<file path="src/rtl/core_pkg.sv">
// Shared types and widths for the single-cycle core front end.
package core_pkg;

  localparam int unsigned INSTR_W = 32;
  localparam int unsigned ADDR_W  = 32;

  localparam logic [ADDR_W-1:0] RESET_PC_DEFAULT = 32'h0000_0000;

  typedef struct packed {
    logic [ADDR_W-1:0]  pc;
    logic [INSTR_W-1:0] instr;
  } fetch_entry_t;

endpackage

</file>
<file path="src/rtl/fetch_fifo.sv">
// Synchronous DEPTH-entry FIFO of {pc, instruction} pairs; flush beats push/pop.
module fetch_fifo
  import core_pkg::*;
#(
  parameter int unsigned DEPTH = 2
) (
  input  logic                         clk,
  input  logic                         reset,
  input  logic                         push,
  input  logic                         pop,
  input  logic                         flush,
  input  fetch_entry_t                 din,
  output fetch_entry_t                 dout,
  output logic [$clog2(DEPTH+1)-1:0]   count,
  output logic                         full,
  output logic                         empty
);

  localparam int unsigned PTR_W = (DEPTH > 1) ? $clog2(DEPTH) : 1;
  localparam int unsigned CNT_W = $clog2(DEPTH + 1);

  fetch_entry_t     mem_q [DEPTH];
  logic [PTR_W-1:0] wr_ptr_q, wr_ptr_d;
  logic [PTR_W-1:0] rd_ptr_q, rd_ptr_d;
  logic [CNT_W-1:0] count_q, count_d;
  logic             do_push, do_pop;

  assign empty = (count_q == '0);
  assign full  = (count_q == CNT_W'(DEPTH));
  assign count = count_q;

  assign do_pop  = pop & ~empty;
  // A full FIFO can still accept a push when the head leaves in the same cycle.
  assign do_push = push & (~full | do_pop);

  always_comb begin
    wr_ptr_d = wr_ptr_q;
    rd_ptr_d = rd_ptr_q;
    count_d  = count_q;
    if (flush) begin
      wr_ptr_d = '0;
      rd_ptr_d = '0;
      count_d  = '0;
    end else begin
      if (do_push) wr_ptr_d = wr_ptr_q + PTR_W'(1);
      if (do_pop)  rd_ptr_d = rd_ptr_q + PTR_W'(1);
      unique case ({do_push, do_pop})
        2'b10:   count_d = count_q + CNT_W'(1);
        2'b01:   count_d = count_q - CNT_W'(1);
        default: count_d = count_q;
      endcase
    end
  end

  always_ff @(posedge clk or posedge reset) begin
    if (reset) begin
      wr_ptr_q <= '0;
      rd_ptr_q <= '0;
      count_q  <= '0;
    end else begin
      wr_ptr_q <= wr_ptr_d;
      rd_ptr_q <= rd_ptr_d;
      count_q  <= count_d;
    end
  end

  // Storage needs no reset: the head is masked to zero whenever the FIFO is empty.
  always_ff @(posedge clk) begin
    if (!flush && do_push) mem_q[wr_ptr_q] <= din;
  end

  assign dout = empty ? '0 : mem_q[rd_ptr_q];

endmodule

</file>
<file path="src/rtl/ifetch_unit.sv">
// Instruction fetch initiator: pc register, fire/fault decision, redirect flush,
// and a registered {pc, instruction} FIFO toward decode.
module ifetch_unit
  import core_pkg::*;
#(
  parameter logic [ADDR_W-1:0] RESET_PC  = RESET_PC_DEFAULT,
  parameter int unsigned       MEM_BYTES = 65536,
  parameter int unsigned       DEPTH     = 2
) (
  input  logic               clk,
  input  logic               reset,
  input  logic               fetch_en,
  output logic [ADDR_W-1:0]  iaddr,
  input  logic [INSTR_W-1:0] instruction,
  input  logic               redirect_valid,
  input  logic [ADDR_W-1:0]  redirect_pc,
  output logic               if_valid,
  input  logic               if_ready,
  output logic [INSTR_W-1:0] if_instr,
  output logic [ADDR_W-1:0]  if_pc,
  output logic               fault,
  output logic [ADDR_W-1:0]  fault_pc
);

  localparam int unsigned CNT_W     = $clog2(DEPTH + 1);
  localparam logic [32:0] MEM_LIMIT = 33'(MEM_BYTES);

  logic [ADDR_W-1:0] pc_q, pc_d;
  logic              fault_q, fault_d;
  logic [ADDR_W-1:0] fault_pc_q, fault_pc_d;

  logic              in_range, fetch_ok, pop, fire, fault_set;
  fetch_entry_t      fifo_din, fifo_dout;
  logic [CNT_W-1:0]  fifo_count;
  logic              fifo_full, fifo_empty;
  logic              unused_redirect_lsb;

  assign unused_redirect_lsb = ^redirect_pc[1:0];

  // 33-bit sum so a pc near the top of the address space cannot wrap into range.
  assign in_range  = ({1'b0, pc_q} + 33'd3) < MEM_LIMIT;
  assign fetch_ok  = fetch_en & ~fault_q & ~redirect_valid;
  assign pop       = if_valid & if_ready;
  assign fire      = fetch_ok & in_range & (~fifo_full | pop);
  assign fault_set = fetch_ok & ~in_range;

  always_comb begin
    pc_d       = pc_q;
    fault_d    = fault_q;
    fault_pc_d = fault_pc_q;
    if (redirect_valid) begin
      pc_d    = {redirect_pc[ADDR_W-1:2], 2'b00};
      fault_d = 1'b0;
    end else if (fire) begin
      pc_d = pc_q + ADDR_W'(4);
    end else if (fault_set) begin
      fault_d    = 1'b1;
      fault_pc_d = pc_q;
    end
  end

  always_ff @(posedge clk or posedge reset) begin
    if (reset) begin
      pc_q       <= RESET_PC;
      fault_q    <= 1'b0;
      fault_pc_q <= '0;
    end else begin
      pc_q       <= pc_d;
      fault_q    <= fault_d;
      fault_pc_q <= fault_pc_d;
    end
  end

  assign fifo_din.pc    = pc_q;
  assign fifo_din.instr = instruction;

  fetch_fifo #(
    .DEPTH (DEPTH)
  ) u_fifo (
    .clk   (clk),
    .reset (reset),
    .push  (fire),
    .pop   (pop),
    .flush (redirect_valid),
    .din   (fifo_din),
    .dout  (fifo_dout),
    .count (fifo_count),
    .full  (fifo_full),
    .empty (fifo_empty)
  );

  a_count_bound: assert property (@(posedge clk) disable iff (reset)
    fifo_count <= CNT_W'(DEPTH));

  assign iaddr    = pc_q;
  assign if_valid = ~fifo_empty;
  assign if_instr = fifo_dout.instr;
  assign if_pc    = fifo_dout.pc;
  assign fault    = fault_q;
  assign fault_pc = fault_pc_q;

endmodule

</file>
<file path="config.mk">
export PLATFORM = sky130hd
export DESIGN_NAME = ifetch_unit
export DESIGN_NICKNAME = d
export VERILOG_FILES = /design/src/rtl/core_pkg.sv /design/src/rtl/fetch_fifo.sv /design/src/rtl/ifetch_unit.sv
export SDC_FILE = /design/constraint.sdc
export NUM_CORES = 1
export LEC_CHECK = 0
export CAP_MARGIN = 20
export CORE_MARGIN = 3
export CORE_UTILIZATION = 25
export DETAILED_ROUTE_END_ITERATION = 10
export GPL_ROUTABILITY_DRIVEN = 0
export GPL_TIMING_DRIVEN = 1
export MAX_ROUTING_LAYER = met4
export PLACE_DENSITY = 0.46
export RECOVER_POWER = 25
export SYNTH_ARGS = -nofsm -noshare
export SYNTH_HDL_FRONTEND = slang
export SYNTH_SLANG_ARGS = --single-unit
</file>
<file path="constraint.sdc">
create_clock -name clk -period 6.5 [get_ports clk]
set_input_delay 1.3 -clock clk [delete_from_list [all_inputs] [get_ports clk]]
set_output_delay 1.3 -clock clk [all_outputs]
set_load 0.1 [all_outputs]
</file>
* Word level (Yosys, flattened, before mapping)
Memories as Yosys holds them, arrays and structs flattened.
Index checks and enable logic that the tools add are counted.
** Storage, ports and cells
- Memory bits (writable) :: 128
- Bits in latches :: 0
- Memories kept :: 1
- Register bits :: 69
- Input bits :: 69
- Memory bits (read-only) :: 0
** Memory list
- u_fifo.mem_q :: depth 2, bits a word 64, rd ports 1, clocked after Yosys merged registers in 0, wr ports 1, line fetch_fifo.sv:22 : fetch_entry_t mem_q [DEPTH];
** Cells by class
- Bitwise operators :: 16
- $lt $le $gt $ge :: 1
- Equality and inequality tests :: 4
- Reductions and logical operators :: 10
- Mux-type cells :: 14
- Add/sub/neg operators :: 6
- Divide/modulo/power cells :: 0
- Shift-type cells :: 0
- $mul :: 0
** Operators with widths (count)
- $mux 32 :: 2
- $mux 64 :: 1
- $add 32x2->33 const B :: 1
- $lt 33x17->1 const B :: 1
- $add 32x3->32 const B :: 1
- $mux 1 :: 9
- $and 1x1->1 :: 8
- $reduce_bool 2->1 :: 4
- $not 1->1 :: 6
- $eq 2x2->1 const B :: 2
- $pmux 2 s2 :: 1
- $reduce_and 3->1 :: 1
- $reduce_bool 3->1 :: 1
- $add 1x1->1 const B :: 2
- $add 2x1->2 const B :: 1
- $eq 2x1->1 const B :: 1
- $logic_not 2->1 :: 1
- $mux 2 :: 1
- $ne 2x2->1 const B :: 1
- $or 1x1->1 :: 2
- $reduce_and 2->1 :: 1
- $sub 2x1->2 const B :: 1
- $logic_and 1x1->1 :: 1
- $logic_not 1->1 :: 1

* Longest topological paths before layout
Gate-level depths: netlist of the first run.
- Word-level depth :: 9
- Mapped depth :: 7
- Mapped depth without buffers :: 6

* Modules after synthesis
Synthesis of the first run repeated with hierarchy kept, for this count alone.
** Unflattened totals
- Cell total of the unflattened synthesis :: 511
- Area total of the unflattened synthesis :: 7806.2 um^2
** Modules (own cells, without submodules)
- fetch_fifo :: seq. area each 3943.8 um^2, instances 1, area each 5049.8 um^2, cells each 300
- ifetch_unit :: seq. area each 1526.5 um^2, instances 1, area each 2756.4 um^2, cells each 211

* Worst setup path after synthesis of the first run
OpenSTA, ideal clock, no wires.
- Kind :: input to register
- From :: input redirect_valid
- To :: memory u_fifo.mem_q[0][0] (netlist bit) (enable)
- Cell stages on the path :: 5
- Setup time :: 0.484 ns
- Slack :: 1.217 ns
- Buffers on the path :: 1
- Arrival time :: 4.799 ns
- Path through :: buf_6 > or3b_4 > nor2_1 > nand2_1 > nor2_1
** Between the ends
- Word-level cells in the longest chain between the ends :: 8
- Elaborated cells between the ends (all ways) :: 9
- Those cells by class :: mux (2); bitwise (5); reduce/logical (2)
** RTL lines
- from (decl) :: line ifetch_unit.sv:15 : input logic redirect_valid,
- $not 1->1 (no line)
- $and 1x1->1 :: line ifetch_unit.sv:42 : assign fetch_ok = fetch_en & ~fault_q & ~redirect_valid;
- $and 1x1->1 (2 in series) :: line ifetch_unit.sv:44 : assign fire = fetch_ok & in_range & (~fifo_full | pop);
- $and 1x1->1 :: line fetch_fifo.sv:34 : assign do_push = push & (~full | do_pop);
- $logic_and 1x1->1 (*) :: line fetch_fifo.sv:69 : if (!flush && do_push) mem_q[wr_ptr_q] <= din;
- $mux 1 (*) :: line fetch_fifo.sv:69
- $mux 1 (not written as such) (*) :: line fetch_fifo.sv:69
- to (decl) :: line fetch_fifo.sv:22
Mark *: on every way between the ends. The rest lies on a longest branch, timed or not.

* Worst setup path after layout of the first run
- From :: register u_fifo.rd_ptr_q
- To :: output if_pc[12]
** Between the ends
- Word-level cells in the longest chain between the ends :: 2
** RTL lines
- from (decl) :: line fetch_fifo.sv:24 : logic [PTR_W-1:0] rd_ptr_q, rd_ptr_d;
- from (signal assigned) :: line fetch_fifo.sv:62 : rd_ptr_q <= rd_ptr_d;
- $mem_v2 2x64
- $mux 64 :: line fetch_fifo.sv:72 : assign dout = empty ? '0 : mem_q[rd_ptr_q];
- to (decl) :: line ifetch_unit.sv:20 : output logic [ADDR_W-1:0] if_pc,
No other way between the ends.

==> summary.json, run 1 <==
{
  "dpl_worst_slack_ns": 2.19,
  "synth.area.top_cells": "sky130_fd_sc_hd__edfxtp_1, sky130_fd_sc_hd__dfrtp_1, sky130_fd_sc_hd__mux2i_1",
  "final_cell_mix": "sky130_fd_sc_hd__clkdlybuf4s50_1, sky130_fd_sc_hd__edfxtp_1, sky130_fd_sc_hd__nor2_1, sky130_fd_sc_hd__mux2i_1, sky130_fd_sc_hd__dfrtp_1",
  "synth.distinct_cells": 41,
  "critical_path_required_ns": 5.20,
  "synth_mux_area_share_pct": 14.8,
  "layout-drive-gt1-share_pct": 12.3,
  "synth_xor_xnor_area_share_pct": 0.700,
  "worst_ep_arrival_time_ns": 3.34,
  "floorplan.die.width_um": 179,
  "finalNetCount": 762,
  "layoutNonFillerInstCount": 1091,
  "cts_buffers": 17,
  "share_of_the_synthesized_area_in_compound_gates_ao_oa_aoi_oai_pct": 2.83,
  "timing.hold.worst.class": "flop to flop",
  "largest_net_degree_at_the_start_of_global_routing": 66,
  "clock-root-buffer": "sky130_fd_sc_hd__clkbuf_16",
  "pwr-share-clk_pct": 33.4,
  "power.internal_uw": 2140,
  "wl_per_cell_um": 17.6,
  "max_slew.worst_pin.slew_ns": 2.21,
  "critical_path_peak_fanout": 40,
  "drt_iter0_markers": 190,
  "power.sequential.fraction_pct": 42.8,
  "setup_viol_count_final": 0,
  "post_synth_and_or_nand_nor_area_fraction_pct": 7.86,
  "timing.setup.tns_ns": 0,
  "rsz0062_at_grt": "false",
  "place_hpwl_um": 12700,
  "irDropWorstVdd_uv": 192,
  "leakage_uw": 0.00359,
  "io_pins": 199,
  "power.share.combinational_pct": 23.8,
  "cts_hold_buffers": 0,
  "total_design_power_uw": 3300,
  "synth-warning-count": 0,
  "number_of_global_route_vias_before_repair": 5019,
  "cts_num_sinks": 189,
  "die_height_um": 179,
  "finalClockSkew_ns": 0.00974,
  "timing.max_slew.rel_slack_pct": -47.1,
  "clk_latency_worst_skew_pair_ns": 0.43,
  "outcome": "finished with violations",
  "final.period_utilization_pct": 71.4,
  "mostFrequentLayoutCell": "sky130_fd_sc_hd__clkdlybuf4s50_1",
  "postSynthRegisterBits": 189,
  "synth_cells": 502,
  "globalRoute.totalOverflow": 0,
  "post-cts-setup-buffers": 0,
  "fmax_mhz": 215,
  "maxSlewViolCount": 44,
  "layout_min_cycle_time_ns": 4.64,
  "grt_pass1_wl_um": 29200,
  "worst_setup_ep_type": "primary output",
  "num_vias": 4684,
  "final_core_util_pct": 35.8,
  "post_cts_resize_count": 0,
  "syn_avg_cell_area_um2": 15.0,
  "violated_checks": "capacitance limit, slew limit",
  "ant_nets": 0,
  "synth_top_family_by_area": "multiplexers",
  "hold_viol_final": 0,
  "synth_largest_area_cell": "sky130_fd_sc_hd__edfxtp_1",
  "synth_top_area_share_pct": 49.6,
  "buffer_ports.inserted": 190,
  "htreeDepth": 4,
  "cts_tree": "done",
  "vias_per_cell": 4.29,
  "dpl.cell_count": 1057,
  "fillers": 2860,
  "drt_pass1_iterations": 4,
  "power.net_switching_uw": 1170,
  "switching_share_pct": 35.3,
  "drt_drc_violations_left": 0,
  "wl_um": 19200,
  "setup_slack_of_the_worst_register_to_register_path_ns": 3.31,
  "antenna_violations_before_repair": 2,
  "critical_path_class": "flop to primary output",
  "area_growth_syn_to_layout_pct": 39.2,
  "cellPowerDensity_nw_per_um2": 316,
  "starting_density_of_the_core_pct": 25.7,
  "fp-row-count": 62,
  "max_cap_viols": 1,
  "yosysSeqAreaShare_pct": 71.2,
  "syn-cell-area_um2": 7510,
  "coreArea_um2": 29200,
  "globalRouteTotalUtil_pct": 12.3,
  "postLayoutSetupSlackWorst_ns": 1.86,
  "yosys.area_share.adder_pct": 0.167,
  "fp.dieArea_um2": 32200,
  "clkTransAtPathRegs_ns": 0.07,
  "startpoint_type": "flop",
  "cts.path.max_buffers": 2
}
## layout make-up
class	count	area (um^2)	share of cell area (%)
antenna	2	5.00	0.0479
clock buffer	17	425	4.07
clock inverter	15	198	1.89
inverter	6	22.5	0.215
multi-input combinational	283	2030	19.4
sequential	189	5350	51.2
tap	384	480	4.60
timing repair buffer	195	1940	18.6
## synthesized netlist by cell type (all sizes together)
| cell type | instances |
|---|---|
| xor2 | 2 |
| buf | 16 |
| o311ai | 1 |
| o21ai | 16 |
| edfxtp | 124 |
| nor3b | 1 |
| clkbuf | 13 |
| nand3 | 4 |
| mux2 | 42 |
| or2 | 1 |
| nor2 | 71 |
| nand2b | 2 |
| mux2i | 64 |
| or3b | 1 |
| nand4 | 1 |
| a21o | 1 |
| a221o | 3 |
| nor3 | 3 |
| xnor2 | 4 |
| conb | 1 |
| or3 | 3 |
| dfrtp | 65 |
| and3 | 7 |
| a211oi | 2 |
| nor2b | 4 |
| and2 | 1 |
| a21oi | 6 |
| o211ai | 2 |
| and4 | 3 |
| inv | 6 |
| o31a | 1 |
| ha | 1 |
| nand2 | 22 |
| nor4 | 6 |
| a41oi | 1 |
| a32oi | 1 |
## flip-flops by register name (all words and copies together) (netlist names)
name	cells
u_fifo.mem_q	124
fault_pc	30
iaddr	30
u_fifo.count	2
fault	1
u_fifo.rd_ptr_q	1
u_fifo.wr_ptr_q	1
## power by group through the flow
stage / sequential [uW] / clock (uW) / combinational (uW)
after floorplan: 1910 / 0 / 105
after global placement: 1440 / 0 / 792
after detailed placement: 1440 / 0 / 793
after CTS: 1420 / 1150 / 795
after global routing: 1420 / 1190 / 810
final: 1410 / 1100 / 785
## cell families after synthesis
family          Yosys count
compound gates           34
xor+xnor                  6
fa+ha+maj                 1
buf+inv                  35
flops                   189
mux                     106
other cells               1
simple gates            130
## layer usage
layer | wire length, um | share of wire [%] | global-route usage [%] | vias up
met4 | 213 | 1.1 | 3.51 | 0
met3 | 1030 | 5.4 | 3.07 | 14
met5 | 0 | 0 | - | -
li1 | - | - | - | 2214
met2 | 9650 | 50 | 20.2 | 116
met1 | 8270 | 43 | 15.2 | 2340
## critical path, stage by stage, from the launching register on
cell                              delay, ns
sky130_fd_sc_hd__dfrtp_4               0.94
sky130_fd_sc_hd__buf_4                 0.52
sky130_fd_sc_hd__mux2i_1               0.17
sky130_fd_sc_hd__nor2_1                0.11
sky130_fd_sc_hd__clkdlybuf4s50_1       1.16
## stage by stage
| step | hold slack (ns) | cell area (um^2) |
|---|---|---|
| 2_1_floorplan | 0.464 | 7530 |
| 3_3_place_gp | 0.476 | 9830 |
| 3_5_place_dp | 0.475 | 9830 |
| 4_1_cts | 0.502 | 10500 |
| 5_1_grt | 0.513 | 10500 |
| 6_report | 0.497 | 10500 |
## worst paths after layout
kind | start | endpoint | depth (start not counted)
min in group asynchronous | reset | fault | 3
min reg2reg | fault_pc[15] | fault_pc[15] | 2
max | u_fifo.rd_ptr_q | if_pc[12] | 4
min | fault_pc[15] | fault_pc[15] | 2
max in group asynchronous | reset | u_fifo.rd_ptr_q | 3
max reg2reg | iaddr[31] | u_fifo.mem_q[0][17] | 5
No activity file was read; power rests on OpenSTA's default activity.
==> run 2, diff against run 1 <==
==> constraint.sdc (replaced) <==
create_clock -name clk -period 4.74 [get_ports clk]
set_input_delay 0.948 -clock clk [delete_from_list [all_inputs] [get_ports clk]]
set_output_delay 0.948 -clock clk [all_outputs]
set_load 0.1 [all_outputs]
==> run 2 against run 1 <==
Against the previous run: the run still ends with capacitance limit, slew limit left; combinational power increased by 38%; first-iteration DRC count increased by 36%; sequential share of layout area grew 0.20 points; total power up 33%; worst hold slack worse by 0.0030 ns; sequential power grew 38%; global-route usage is 0.079 points higher; final area down 0.38%; highest routed layer unchanged.
==> summary.json, run 2 (synthesized netlist as in run 1, its figures left out) <==
{
  "outcome": "finished with violations",
  "violated_checks": "capacitance limit, slew limit",
  "wl": {"value": 19300, "unit": "um", "change": "+0.88%"},
  "final_core_util": {"value": 35.7, "unit": "%", "change": "-0.14 points"},
  "cts.path.max_buffers": {"value": 2, "change": "unchanged"},
  "timing.hold.worst.class": "flop to flop",
  "antenna_violations_before_repair": {"value": 2, "change": "unchanged"},
  "rsz0062_at_grt": "false",
  "grt_pass1_wl": {"value": 29000, "unit": "um", "change": "-0.57%"},
  "globalRouteTotalUtil": {"value": 12.4, "unit": "%", "change": "+0.079 points"},
  "drt_pass1_iterations": {"value": 5, "change": "+1"},
  "cts_hold_buffers": {"value": 0, "change": "unchanged"},
  "fp-row-count": {"value": 62, "change": "unchanged"},
  "worstRegToRegCells": {"value": 5, "change": "unchanged"},
  "fmax_mhz": 259,
  "drt_iter0_markers": {"value": 258, "change": "+36%"},
  "die_height": {"value": 179, "unit": "um", "change": "unchanged"},
  "cts_buffers": {"value": 17, "change": "unchanged"},
  "htreeDepth": {"value": 4, "change": "unchanged"},
  "post-cts-setup-buffers": {"value": 0, "change": "unchanged"},
  "io_pins": {"value": 199, "change": "unchanged"},
  "ant_nets": {"value": 0, "change": "unchanged"},
  "finalClockSkew": {"value": 0.0182, "unit": "ns", "change": "+0.00846 ns"},
  "hold_viol_final": {"value": 0, "change": "unchanged"},
  "layout_min_cycle_time_ns": 3.86,
  "cellPowerDensity": {"value": 422, "unit": "nW/um^2", "change": "+34%"},
  "timing.max_slew.rel_slack": {"value": -6.03, "unit": "%", "change": "+41 points"},
  "coreArea": {"value": 29200, "unit": "um^2", "change": "unchanged"},
  "clk_latency_worst_skew_pair": {"value": 0.43, "unit": "ns", "change": "about the same"},
  "irDropWorstVdd": {"value": 270, "unit": "uV", "change": "+41%"},
  "maxSlewViolCount": {"value": 35, "change": "-20%"},
  "final.period_utilization_pct": 81.5,
  "worst_ep_arrival_time": {"value": 2.91, "unit": "ns", "change": "-0.43 ns"},
  "largest_net_degree_at_the_start_of_global_routing": {"value": 63, "change": "-4.5%"},
  "cts_num_sinks": {"value": 189, "change": "unchanged"},
  "flip_flop_count_of_the_largest_register_all_copies_and_words_added": {"value": 124, "change": "unchanged"},
  "cts_tree": "done",
  "top_register_by_number_of_flip_flops": "u_fifo.mem_q",
  "place_hpwl": {"value": 13000, "unit": "um", "change": "+2.4%"},
  "starting_density_of_the_core": {"value": 25.7, "unit": "%", "change": "unchanged"},
  "vias_per_cell": {"value": 4.34, "change": "+1.1%"},
  "worst_setup_ep_type": "primary output",
  "timing.setup.tns": {"value": 0, "unit": "ns", "change": "unchanged"},
  "drt_drc_violations_left": {"value": 0, "change": "unchanged"},
  "floorplan.die.width": {"value": 179, "unit": "um", "change": "unchanged"},
  "num_vias": {"value": 4754, "change": "+1.5%"},
  "fp.dieArea": {"value": 32200, "unit": "um^2", "change": "unchanged"},
  "wl_per_cell": {"value": 17.7, "unit": "um", "change": "+0.51%"},
  "buffer_ports.inserted": {"value": 190, "change": "unchanged"},
  "globalRoute.totalOverflow": {"value": 0, "change": "unchanged"},
  "setup_viol_count_final": {"value": 0, "change": "unchanged"},
  "max_cap_viols": {"value": 1, "change": "unchanged"},
  "post_cts_resize_count": {"value": 0, "change": "unchanged"},
  "critical_path_class": "flop to primary output",
  "clock-root-buffer": "sky130_fd_sc_hd__clkbuf_16",
  "fillers": {"value": 2855, "change": "-0.17%"},
  "clkTransAtPathRegs": {"value": 0.08, "unit": "ns", "change": "about the same"},
  "area_growth_syn_to_layout_pct": 38.7,
  "finalNetCount": {"value": 766, "change": "+0.52%"},
  "layout-drive-gt1-share": {"value": 13.7, "unit": "%", "change": "+1.3 points"},
  "critical_path_peak_fanout": {"value": 28, "change": "-30%"},
  "leakage": {"value": 0.00358, "unit": "uW", "change": "about the same"},
  "max_slew.worst_pin.slew": {"value": 1.58, "unit": "ns", "change": "-0.625 ns"},
  "mostFrequentLayoutCell": "sky130_fd_sc_hd__clkdlybuf4s50_1",
  "startpoint_type": "flop",
  "final_cell_mix": "sky130_fd_sc_hd__clkdlybuf4s50_1, sky130_fd_sc_hd__edfxtp_1, sky130_fd_sc_hd__nor2_1, sky130_fd_sc_hd__mux2i_1, sky130_fd_sc_hd__dfrtp_1",
  "number_of_global_route_vias_before_repair": {"value": 4950, "change": "-1.4%"},
  "holdPathStages": {"value": 2, "change": "unchanged"},
  "critical_path_required": {"value": 3.79, "unit": "ns", "change": "-1.41 ns"}
}
run 2: cell count changes in the layout (fill, tap and decap cells not counted), sizes merged:
cell / change
inv: -2
clkinvlp: +3
buf: +11
clkdlybuf4s50: -6
bufinv: -2
run 2: worst paths after layout:
kind | slack [ns] | start | to
worst max-delay path | 0.88 | u_fifo.rd_ptr_q | if_instr[4]
worst min-delay path | 0.49 | fault_pc[11] | fault_pc[11]
worst max register to register | 1.65 | iaddr[16] | u_fifo.mem_q[0][53]
worst min register to register | 0.49 | fault_pc[11] | fault_pc[11]
max in group asynchronous | 2.41 | reset | iaddr[8]
min in group asynchronous | 1.21 | reset | fault_pc[25]
run 2: final cells by class:
class / count / area [um^2] / area share [%]
repair buffers: 199 / 1960 / 18.8
flip-flops and latches: 189 / 5350 / 51.4
multi-input cells: 283 / 2030 / 19.5
well taps: 384 / 480 / 4.61
diodes: 2 / 5.00 / 0.0481
clock inverters: 14 / 124 / 1.19
inverters: 6 / 23.8 / 0.228
clock buffers: 18 / 439 / 4.22
run 2: through the flow:
step                      setup WS [ns]  hold slack, ns  cells  cell area, um^2  power [uW]
after floorplan                   0.856           0.484    507             7530        2760
after global placement             1.08           0.475   1061             9850        3060
after detailed placement           1.02           0.483   1061             9850        3070
after CTS                         0.786           0.499   1093            10400        4470
after global routing              0.695           0.519   1095            10400        4570
final                             0.879           0.494   1095            10400        4400
run 2: power by group:
part	total (uW)	internal [uW]	switching, uW
sequential	1940	1860	82.3
combinational	1080	263	815
clock	1380	706	676
run 2: worst max-delay path: stages (launching register included):
cell and delay, ns:
sky130_fd_sc_hd__dfrtp_4 0.76, sky130_fd_sc_hd__buf_4 0.32, sky130_fd_sc_hd__mux2i_1 0.09, sky130_fd_sc_hd__nor2_1 0.11, sky130_fd_sc_hd__clkdlybuf4s50_1 1.15
run 2: routing by layer:
layer	global-route usage, %	vias up	share of wire, %
met2	20.1	135	49
met5	-	-	0
met1	15.8	2392	45
met4	2.42	0	0.64
met3	3.35	9	5.2
li1	-	2218	-
==> run 3, diff against run 2 <==
--- a/config.mk
+++ b/config.mk
@@ -12,7 +12,7 @@
 export GPL_ROUTABILITY_DRIVEN = 0
 export GPL_TIMING_DRIVEN = 1
 export MAX_ROUTING_LAYER = met4
-export PLACE_DENSITY = 0.46
+export PLACE_DENSITY = 0.47
 export RECOVER_POWER = 25
 export SYNTH_ARGS = -nofsm -noshare
 export SYNTH_HDL_FRONTEND = slang
==> constraint.sdc (replaced) <==
create_clock -name clk -period 3.3 [get_ports clk]
set_input_delay 0.66 -clock clk [delete_from_list [all_inputs] [get_ports clk]]
set_output_delay 0.66 -clock clk [all_outputs]
set_load 0.1 [all_outputs]
==> run 3 against run 2 <==
Against the previous run: the run now ends clean; sequential power is 44% higher; wire length is 1.9% lower; sequential cell count stayed put; total power is 45% higher; utilization is 0.48 points lower.
==> summary.json, run 3 (synthesized netlist as in run 1, its figures left out) <==
{
  "finalNetCount": {"value": 772, "change": "+0.78%"},
  "flip_flop_count_of_the_largest_register_all_copies_and_words_added": {"value": 124, "change": "unchanged"},
  "critical_path_peak_fanout": {"value": 23, "change": "-18%"},
  "cts_hold_buffers": {"value": 0, "change": "unchanged"},
  "timing.hold.worst.class": "flop to flop",
  "clock-root-buffer": "sky130_fd_sc_hd__clkbuf_16",
  "max_cap_viols": {"value": 0, "change": "-1"},
  "floorplan.die.width": {"value": 179, "unit": "um", "change": "unchanged"},
  "number_of_global_route_vias_before_repair": {"value": 4974, "change": "+0.48%"},
  "cellPowerDensity": {"value": 620, "unit": "nW/um^2", "change": "+47%"},
  "clk_latency_worst_skew_pair": {"value": 0.42, "unit": "ns", "change": "about the same"},
  "maxSlewViolCount": {"value": 0, "change": "-100%"},
  "worst_ep_arrival_time": {"value": 1.99, "unit": "ns", "change": "-0.92 ns"},
  "layout-drive-gt1-share": {"value": 31.0, "unit": "%", "change": "+17 points"},
  "fp-row-count": {"value": 62, "change": "unchanged"},
  "die_height": {"value": 179, "unit": "um", "change": "unchanged"},
  "top_register_by_number_of_flip_flops": "u_fifo.mem_q",
  "irDropWorstVdd": {"value": 411, "unit": "uV", "change": "+52%"},
  "final.period_utilization_pct": 80.3,
  "total_design_power": {"value": 6370, "unit": "uW", "change": "+45%"},
  "htreeDepth": {"value": 4, "change": "unchanged"},
  "clkTransAtPathRegs": {"value": 0.07, "unit": "ns", "change": "about the same"},
  "post-cts-setup-buffers": {"value": 0, "change": "unchanged"},
  "mostFrequentLayoutCell": "sky130_fd_sc_hd__buf_4",
  "largest_net_degree_at_the_start_of_global_routing": {"value": 64, "change": "+1.6%"},
  "cts_tree": "done",
  "starting_density_of_the_core": {"value": 25.7, "unit": "%", "change": "unchanged"},
  "setup_viol_count_final": {"value": 0, "change": "unchanged"},
  "ant_nets": {"value": 0, "change": "unchanged"},
  "place_hpwl": {"value": 13200, "unit": "um", "change": "+1.2%"},
  "drt_pass1_iterations": {"value": 4, "change": "-1"},
  "globalRoute.totalOverflow": {"value": 0, "change": "unchanged"},
  "fmax_mhz": 377,
  "outcome": "finished clean",
  "max_slew.worst_pin.slew": {"value": 0.909, "unit": "ns", "change": "-0.673 ns"},
  "critical_path_class": "flop to primary output",
  "rsz0062_at_grt": "false",
  "hold_viol_final": {"value": 0, "change": "unchanged"},
  "vias_per_cell": {"value": 4.27, "change": "-1.6%"},
  "cts.path.max_buffers": {"value": 2, "change": "unchanged"},
  "buffer_ports.inserted": {"value": 190, "change": "unchanged"},
  "fp.dieArea": {"value": 32200, "unit": "um^2", "change": "unchanged"},
  "seq_area": {"value": 5350, "unit": "um^2", "change": "unchanged"},
  "wl_per_cell": {"value": 17.2, "unit": "um", "change": "-2.3%"},
  "grt_pass1_wl": {"value": 28800, "unit": "um", "change": "-0.76%"},
  "cts_buffers": {"value": 17, "change": "unchanged"},
  "drt_iter0_markers": {"value": 199, "change": "-23%"},
  "drt_drc_violations_left": {"value": 0, "change": "unchanged"},
  "leakage": {"value": 0.00385, "unit": "uW", "change": "+7.4%"},
  "timing.max_slew.rel_slack": {"value": 39.3, "unit": "%", "change": "+45 points"},
  "area_growth_syn_to_layout_pct": 36.8,
  "timing.setup.tns": {"value": 0, "unit": "ns", "change": "unchanged"},
  "antenna_violations_before_repair": {"value": 1, "change": "-1"},
  "globalRouteTotalUtil": {"value": 12.2, "unit": "%", "change": "-0.24 points"},
  "num_vias": {"value": 4699, "change": "-1.2%"},
  "io_pins": {"value": 199, "change": "unchanged"},
  "wl": {"value": 19000, "unit": "um", "change": "-1.9%"},
  "multiInputGateArea": {"value": 2030, "unit": "um^2", "change": "unchanged"},
  "coreArea": {"value": 29200, "unit": "um^2", "change": "unchanged"},
  "worst_setup_ep_type": "primary output",
  "finalClockSkew": {"value": 0.0114, "unit": "ns", "change": "-0.00683 ns"},
  "startpoint_type": "flop",
  "cts_num_sinks": {"value": 189, "change": "unchanged"},
  "fillers": {"value": 2864, "change": "+0.32%"},
  "critical_path_required": {"value": 2.64, "unit": "ns", "change": "-1.15 ns"},
  "post_cts_resize_count": {"value": 0, "change": "unchanged"},
  "final_cell_mix": "sky130_fd_sc_hd__buf_4, sky130_fd_sc_hd__edfxtp_1, sky130_fd_sc_hd__nor2_1, sky130_fd_sc_hd__mux2i_1, sky130_fd_sc_hd__dfrtp_1",
  "layout_min_cycle_time_ns": 2.65
}
## run 3: cell count changes in the layout (fill, tap and decap cells not counted), moves of 2 or more
cell,delta
sky130_fd_sc_hd__clkdlybuf4s50_1,-118
sky130_fd_sc_hd__buf_4,+118
sky130_fd_sc_hd__clkinvlp_4,-2
sky130_fd_sc_hd__inv_6,-2
sky130_fd_sc_hd__buf_12,+6
sky130_fd_sc_hd__clkinv_8,+2
sky130_fd_sc_hd__inv_8,+2
## run 3: per-layer routing
metal	wire length, um	track usage (%)	vias up
met5	0	-	-
met4	174	2.90	0
met3	874	2.84	8
met2	9390	20.0	119
met1	8530	15.3	2349
li1	-	-	2223
## run 3: path summary, 6_finish.rpt
kind / start / end / slack (ns) / cells past startpoint
max: u_fifo.count[1] / if_pc[2] / 0.65 / 4
min: fault_pc[4] / fault_pc[4] / 0.51 / 2
max reg2reg: iaddr[24] / u_fifo.mem_q[0][63] / 0.77 / 5
min reg2reg: fault_pc[4] / fault_pc[4] / 0.51 / 2
max in group asynchronous: reset / iaddr[6] / 1.88 / 3
min in group asynchronous: reset / fault_pc[30] / 0.75 / 2
## run 3: worst max-delay path: stages, from the launching register on
cell and delay, ns:
sky130_fd_sc_hd__dfrtp_1 0.46, sky130_fd_sc_hd__nor2_4 0.53, sky130_fd_sc_hd__buf_12 0.26, sky130_fd_sc_hd__nor2_1 0.08
sky130_fd_sc_hd__buf_4 0.23
## run 3: per-stage QoR
step / hold slack (ns) / utilization (%) / cell area [um^2] / instances / setup WS [ns]
after floorplan: 0.523 / - / 7540 / 507 / 0.165
after global placement: 0.479 / 33.2 / 9670 / 1067 / 0.378
after detailed placement: 0.483 / 33.2 / 9670 / 1067 / 0.345
after CTS: 0.512 / 35.2 / 10300 / 1099 / 0.559
after global routing: 0.528 / 35.2 / 10300 / 1100 / 0.474
final: 0.508 / 35.2 / 10300 / 1100 / 0.649
## run 3: final cells by class
| class | count | area share (%) |
|---|---|---|
| sequential | 189 | 52.1 |
| multi-input combinational | 283 | 19.7 |
| timing repair buffer | 205 | 17.4 |
| tap | 384 | 4.68 |
| clock buffer | 17 | 4.14 |
| clock inverter | 15 | 1.73 |
| inverter | 6 | 0.219 |
| antenna | 1 | 0.0244 |
## run 3: where the power goes
part	switching, uW	internal (uW)	leakage, uW	total, uW
registers	123	2660	0.00190	2790
logic	1170	334	0.00165	1510
clock network	988	1090	0.000298	2080
==> RTL edit 1 (config.mk and constraints of run 3) <==
`MEM_BYTES`: 65536 -> 32768.
--- a/src/rtl/ifetch_unit.sv
+++ b/src/rtl/ifetch_unit.sv
@@ -6,3 +6,3 @@
   parameter logic [ADDR_W-1:0] RESET_PC  = RESET_PC_DEFAULT,
-  parameter int unsigned       MEM_BYTES = 65536,
+  parameter int unsigned       MEM_BYTES = 32768,
   parameter int unsigned       DEPTH     = 2
Formal check against the unedited RTL: not equivalent (a bounded check fails within 4 cycles, from zero or initial values and one cycle with reset high).
==> RTL edit 1 against run 3 <==
Fmax shrank 8.4%; setup slack worse by 240 ps; power up 2.4%; wire length up 11%; design area rose by 3.0%; sequential cell count stayed put; area after synthesis increased by 5.7%; first-iteration DRC count rose by 15%; critical path type unchanged; highest routed layer unchanged.
==> RTL edit 1: results (changes against run 3) <==
** Status
- Run status :: finished clean

** Drt
- The detailed route wirelength on metal2 was 10,300 um (+9.9%).
- Via count of the routed design :: 5,137 (+9.3%)
- Met3 Routed Length :: 1070 um (+22%)
- The wire length on met1 was 9640 um (+13%).
- The total wirelength of the detailed-routed design was 21,100 um (+11%).
- The number of DRC violations after detailed-routing iteration 0 came to 229 (+15%).

** Timing
- The worst slew margin relative to its limit was 0.164 (-0.230).
- The hold violation count in the final report was 0 (unchanged).
- Post-Route Skew :: 19.1 ps (+7.74 ps)

** Worst hold path
- The number of stages on the worst hold path came to 1 (-1).

** Setup path
- Arr. time, crit path :: 2240 ps (+250 ps)
- On the critical path the largest part of the delay comes from flip-flops.
- Maximum fanout count along the critical path :: 33 (+43%)
- Largest stage delay, worst path :: 850 ps (+320 ps)
- Slowest cell on the critical path :: sky130_fd_sc_hd__dfrtp_4

** Global routing
- First-pass GRT wire length :: 32,400 um (+12%)
- The via count of the first global-routing pass is 5,429 (+9.1%).
- Aggregate global-route resource usage :: 0.128 (+0.00638)
- Antenna violations before repair :: 0 (-1)
- Maximum number of pins on one net before global-route repair :: 63 (-1.6%)

** Logic synthesis
- The sequential-to-total area share from yosys stat is 0.674 (-0.0383).
- Sorting the synthesized cells by area gives the leading types as sky130_fd_sc_hd__edfxtp_1 (47%), sky130_fd_sc_hd__dfrtp_1 (20%), sky130_fd_sc_hd__mux2i_1 (8.1%).
- Counting instances in the post-synthesis netlist gives the leading cell types as sky130_fd_sc_hd__edfxtp_1 (124), sky130_fd_sc_hd__nor2_1 (72), sky130_fd_sc_hd__dfrtp_1 (65).
- The average cell area after synthesis is 15.0 um^2 (about the same).
- The number of enable-type register cells in the synthesized netlist was 124 (unchanged).
- The number of distinct standard cells referenced by the synthesized netlist came to 49 (+20%).

** Power and ir drop
- Leak Pwr :: 3.97 nW (+3.2%)
- VDD IR max :: 0.000442 V (+7.4%)

** Finish
- Non-Filler Instances :: 1,129 (+2.6%)
- Count of fill cells added during filler insertion :: 3,029 (+5.8%)
- The total number of nets in the final design is 790 (+2.3%).
- The fraction of final layout cells with drive strength greater than 1 came to 0.307 (-0.00353).
- Number of antenna cells inserted :: 0 (-1)

** Clocking
- Worst-skew pair later-pin latency :: 430 ps
- Maximum buffer depth of the clock tree :: 2 (unchanged)
- Number of gates resized after CTS :: 0 (unchanged)

** Placement
- Detailed placer's ending HPWL :: 14,000 um (+6.2%)
- The placed cell count is 1,097 (+2.8%).
- Worst slack at placement :: 417 ps (+72.7 ps)
-- RTL edit 1: logic make-up (layout without fill, tap and decap cells) --
logic type,count (synthesis),count (layout),synth area share
AO/OA/AOI/OAI,45,45,0.0449
XOR/XNOR,1,1,0.00110
adder cells (fa/ha/maj),1,1,0.00158
buffers and inverters,43,241,0.0312
flip-flops,189,189,0.674
multiplexers,110,110,0.160
other,1,6,0.000473
AND/OR/NAND/NOR,140,140,0.0869
-- RTL edit 1: power breakdown --
part | internal [W] | leakage [nW] | total (W) | switching (W)
sequential | 0.00267 | 1.88 | 0.00283 | 0.000161
clock | 0.00102 | 0.283 | 0.00201 | 0.000997
combinational | 0.000419 | 1.81 | 0.00168 | 0.00126
total | 0.00411 | 3.97 | 0.00652 | 0.00242
-- RTL edit 1: layout make-up --
| class | count | area [um^2] | area share |
|---|---|---|---|
| inverter | 6 | 22.5 | 0.00213 |
| sequential | 189 | 5360 | 0.506 |
| multi-input combinational | 303 | 2380 | 0.225 |
| clock buffer | 19 | 433 | 0.0409 |
| clock inverter | 13 | 146 | 0.0138 |
| tap | 396 | 495 | 0.0468 |
| timing repair buffer | 203 | 1750 | 0.165 |
-- RTL edit 1: final timing paths --
kind                                              from                       end  slack, ps
max                        u_fifo.rd_ptr_q$_DFFE_PP0P_              if_instr[10]        400
min                           fault_pc[14]$_DFFE_PP0P_  fault_pc[14]$_DFFE_PP0P_        520
max reg2reg                      iaddr[21]$_DFFE_PP0P_   fault_pc[5]$_DFFE_PP0P_        690
min reg2reg                   fault_pc[14]$_DFFE_PP0P_  fault_pc[14]$_DFFE_PP0P_        520
max in group asynchronous                        reset     iaddr[25]$_DFFE_PP0P_       1590
min in group asynchronous                        reset  fault_pc[29]$_DFFE_PP0P_        870
-- RTL edit 1: through the flow --
stage	utilization	area [um^2]	power (W)
floorplan	-	7990	0.00415
global placement	0.324	10000	0.00456
detailed placement	0.324	10000	0.00458
CTS	0.343	10600	0.00663
global route	0.342	10600	0.00677
finish	0.342	10600	0.00652
-- RTL edit 1: routing by layer --
metal | vias up | global-route usage
met5 | - | -
met4 | 0 | 0.0296
met3 | 9 | 0.0278
met2 | 189 | 0.206
met1 | 2581 | 0.167
li1 | 2358 | -
==> RTL edit 2 (settings of run 3) <==
Without the edit above. Make the reset (`reset`) synchronous in 2 clocked blocks.
--- a/src/rtl/fetch_fifo.sv
+++ b/src/rtl/fetch_fifo.sv
@@ -54,3 +54,3 @@
 
-  always_ff @(posedge clk or posedge reset) begin
+  always_ff @(posedge clk) begin
     if (reset) begin
--- a/src/rtl/ifetch_unit.sv
+++ b/src/rtl/ifetch_unit.sv
@@ -61,3 +61,3 @@
 
-  always_ff @(posedge clk or posedge reset) begin
+  always_ff @(posedge clk) begin
     if (reset) begin
Function: differs if reset is asserted again (counterexample within 4 cycles, from zero or initial values and one cycle with reset high); with reset held inactive, the same outputs for 4 cycles.
==> RTL edit 2 against run 3 <==
Sequential cell count up 1; critical path depth unchanged; setup slack better by 110 ps; largest cell class unchanged; area after synthesis up 2.2%; design area up 0.52%; sequential share of layout area down 3.2 points; wire length up 11%; utilization down 0.74 points; synthesized cell count up 23%.
Power is not compared: it rests on default switching activity, and its combinational part moved more than twofold at a synthesized area within 25%.
==> RTL edit 2: results (changes against run 3) <==
** Global routing
- The global-route wire length before repair was 32,300 um (+12%).
- Aggregate global-route resource usage :: 0.130 (+0.00848)
- GR Layer Usage met2 :: 0.192 (-0.00771)
- Vias in the first global route :: 5,348 (+7.5%)
- The met3 track demand over resource in global routing is 0.0236 (-0.00482).
- Maximum number of pins on one net before global-route repair :: 63 (-1.6%)
- Antenna violations before repair :: 0 (-1)
- The global-route met1 utilization is 0.182 (+0.0292).

** Setup path
- The delay contributed by the slowest stage of the critical path is 560 ps (+30 ps).
- The maximum fanout encountered on the critical timing path was 18 (-22%).
- Reg2reg start :: iaddr[25]$_SDFFE_PP0P_
- Arr. time, crit path :: 1880 ps (-110 ps)

** Logic synthesis
- Yosys reg bits :: 190 (+0.53%)
- Sorting the synthesized cells by how often they occur yields sky130_fd_sc_hd__edfxtp_1 (124), sky130_fd_sc_hd__nor2_1 (95), sky130_fd_sc_hd__mux2i_1 (79).
- Top post-synthesis cells by area :: sky130_fd_sc_hd__edfxtp_1 (49%), sky130_fd_sc_hd__dfxtp_1 (17%), sky130_fd_sc_hd__mux2i_1 (10%)
- Number of distinct library cells after synthesis :: 48 (+17%)
- The sequential-to-total area share from yosys stat is 0.657 (-0.0550).
- Synthesized area per cell :: 12.5 um^2 (-17%)
- The async set-reset flop share out of synthesis is 0 (-0.344).

** Drt
- The post-detailed-route via-to-cell ratio came to 4.49 (+5.1%).
- First-iteration detailed-routing DRC count :: 294 (+48%)
- The total wirelength of the detailed-routed design came to 21,000 um (+11%).
- The wire length on met1 came to 10,400 um (+22%).
- Met2 Routed Length :: 9490 um (+1.1%)
- The met3 wirelength from detailed routing came to 812 um (-7.1%).

** Finish
- The multi-input combinational cell count came to 374 (+32%).
- The fraction of final layout cells with drive strength greater than 1 is 0.230 (-0.0803).
- Relative area of clock buffers and inverters in the final design :: 0.0585 (-0.000184)
- More flip-flops sit in one register than any other, and that register is u_fifo.mem_q.
- The count of filler cells inserted in the layout is 3,046 (+6.4%).
- Final Instance Area :: 10,300 um^2 (+0.52%)
- Relative area of non-clock buffer cells in the final design :: 0.169 (-0.00502)
- The final instance count without filler cells is 1,199 (+9.0%).
- Nets@finish :: 866 (+12%)
- The area used by sequential logic in the layout is 5050 um^2 (-5.7%).
- The inverter count is 7 (+1).

** Placement
- Instance area at placement :: 9720 um^2 (+0.54%)
- Worst slack at placement :: 542 ps (+197 ps)

** Floorplanning
- The number of core rows was 63 (+1.6%).

** Timing
- The actual transition at the worst max-transition pin came to 956 ps (+47.1 ps).
- The clock skew after layout is 14.7 ps (+3.30 ps).

** Power and ir drop
- Of the total power, registers draw 0.493.
- The worst-case IR drop observed on VDD is 0.000277 V.

** Status
- Run status :: finished clean

** Clocking
- The post-cts resize count was 0 (unchanged).
- The total CTS buffers is 17 (unchanged).

** Worst hold path
- In this run the most critical hold path is launched from fault_pc[23]$_SDFFE_PP0P_.
[RTL edit 2: logic make-up (layout without fill, tap and decap cells)]
group / Yosys count / in the layout / synth area share
flip-flops: 190 / 190 / 0.657
buffers and inverters: 57 / 244 / 0.0326
multiplexers: 79 / 79 / 0.103
other: 1 / 7 / 0.000489
AO/OA/AOI/OAI: 101 / 101 / 0.0812
adder cells (fa/ha/maj): 2 / 2 / 0.00326
XOR/XNOR: 3 / 3 / 0.00342
AND/OR/NAND/NOR: 183 / 183 / 0.119
[RTL edit 2: worst max-delay path: cells and delay by family, from the launching register on]
family / cells / cell delay [ps]
buffers and inverters: 2 / 640
flip-flops: 1 / 560
AND/OR/NAND/NOR: 1 / 160
multiplexers: 1 / 110
[RTL edit 2: path summary, 6_finish.rpt]
check	endpoint	slack, ps	cells past startpoint
max	if_pc[6]	760	4
min	fault_pc[23]$_SDFFE_PP0P_	480	2
max reg2reg	iaddr[11]$_SDFFE_PP0P_	1020	5
min reg2reg	fault_pc[23]$_SDFFE_PP0P_	480	2
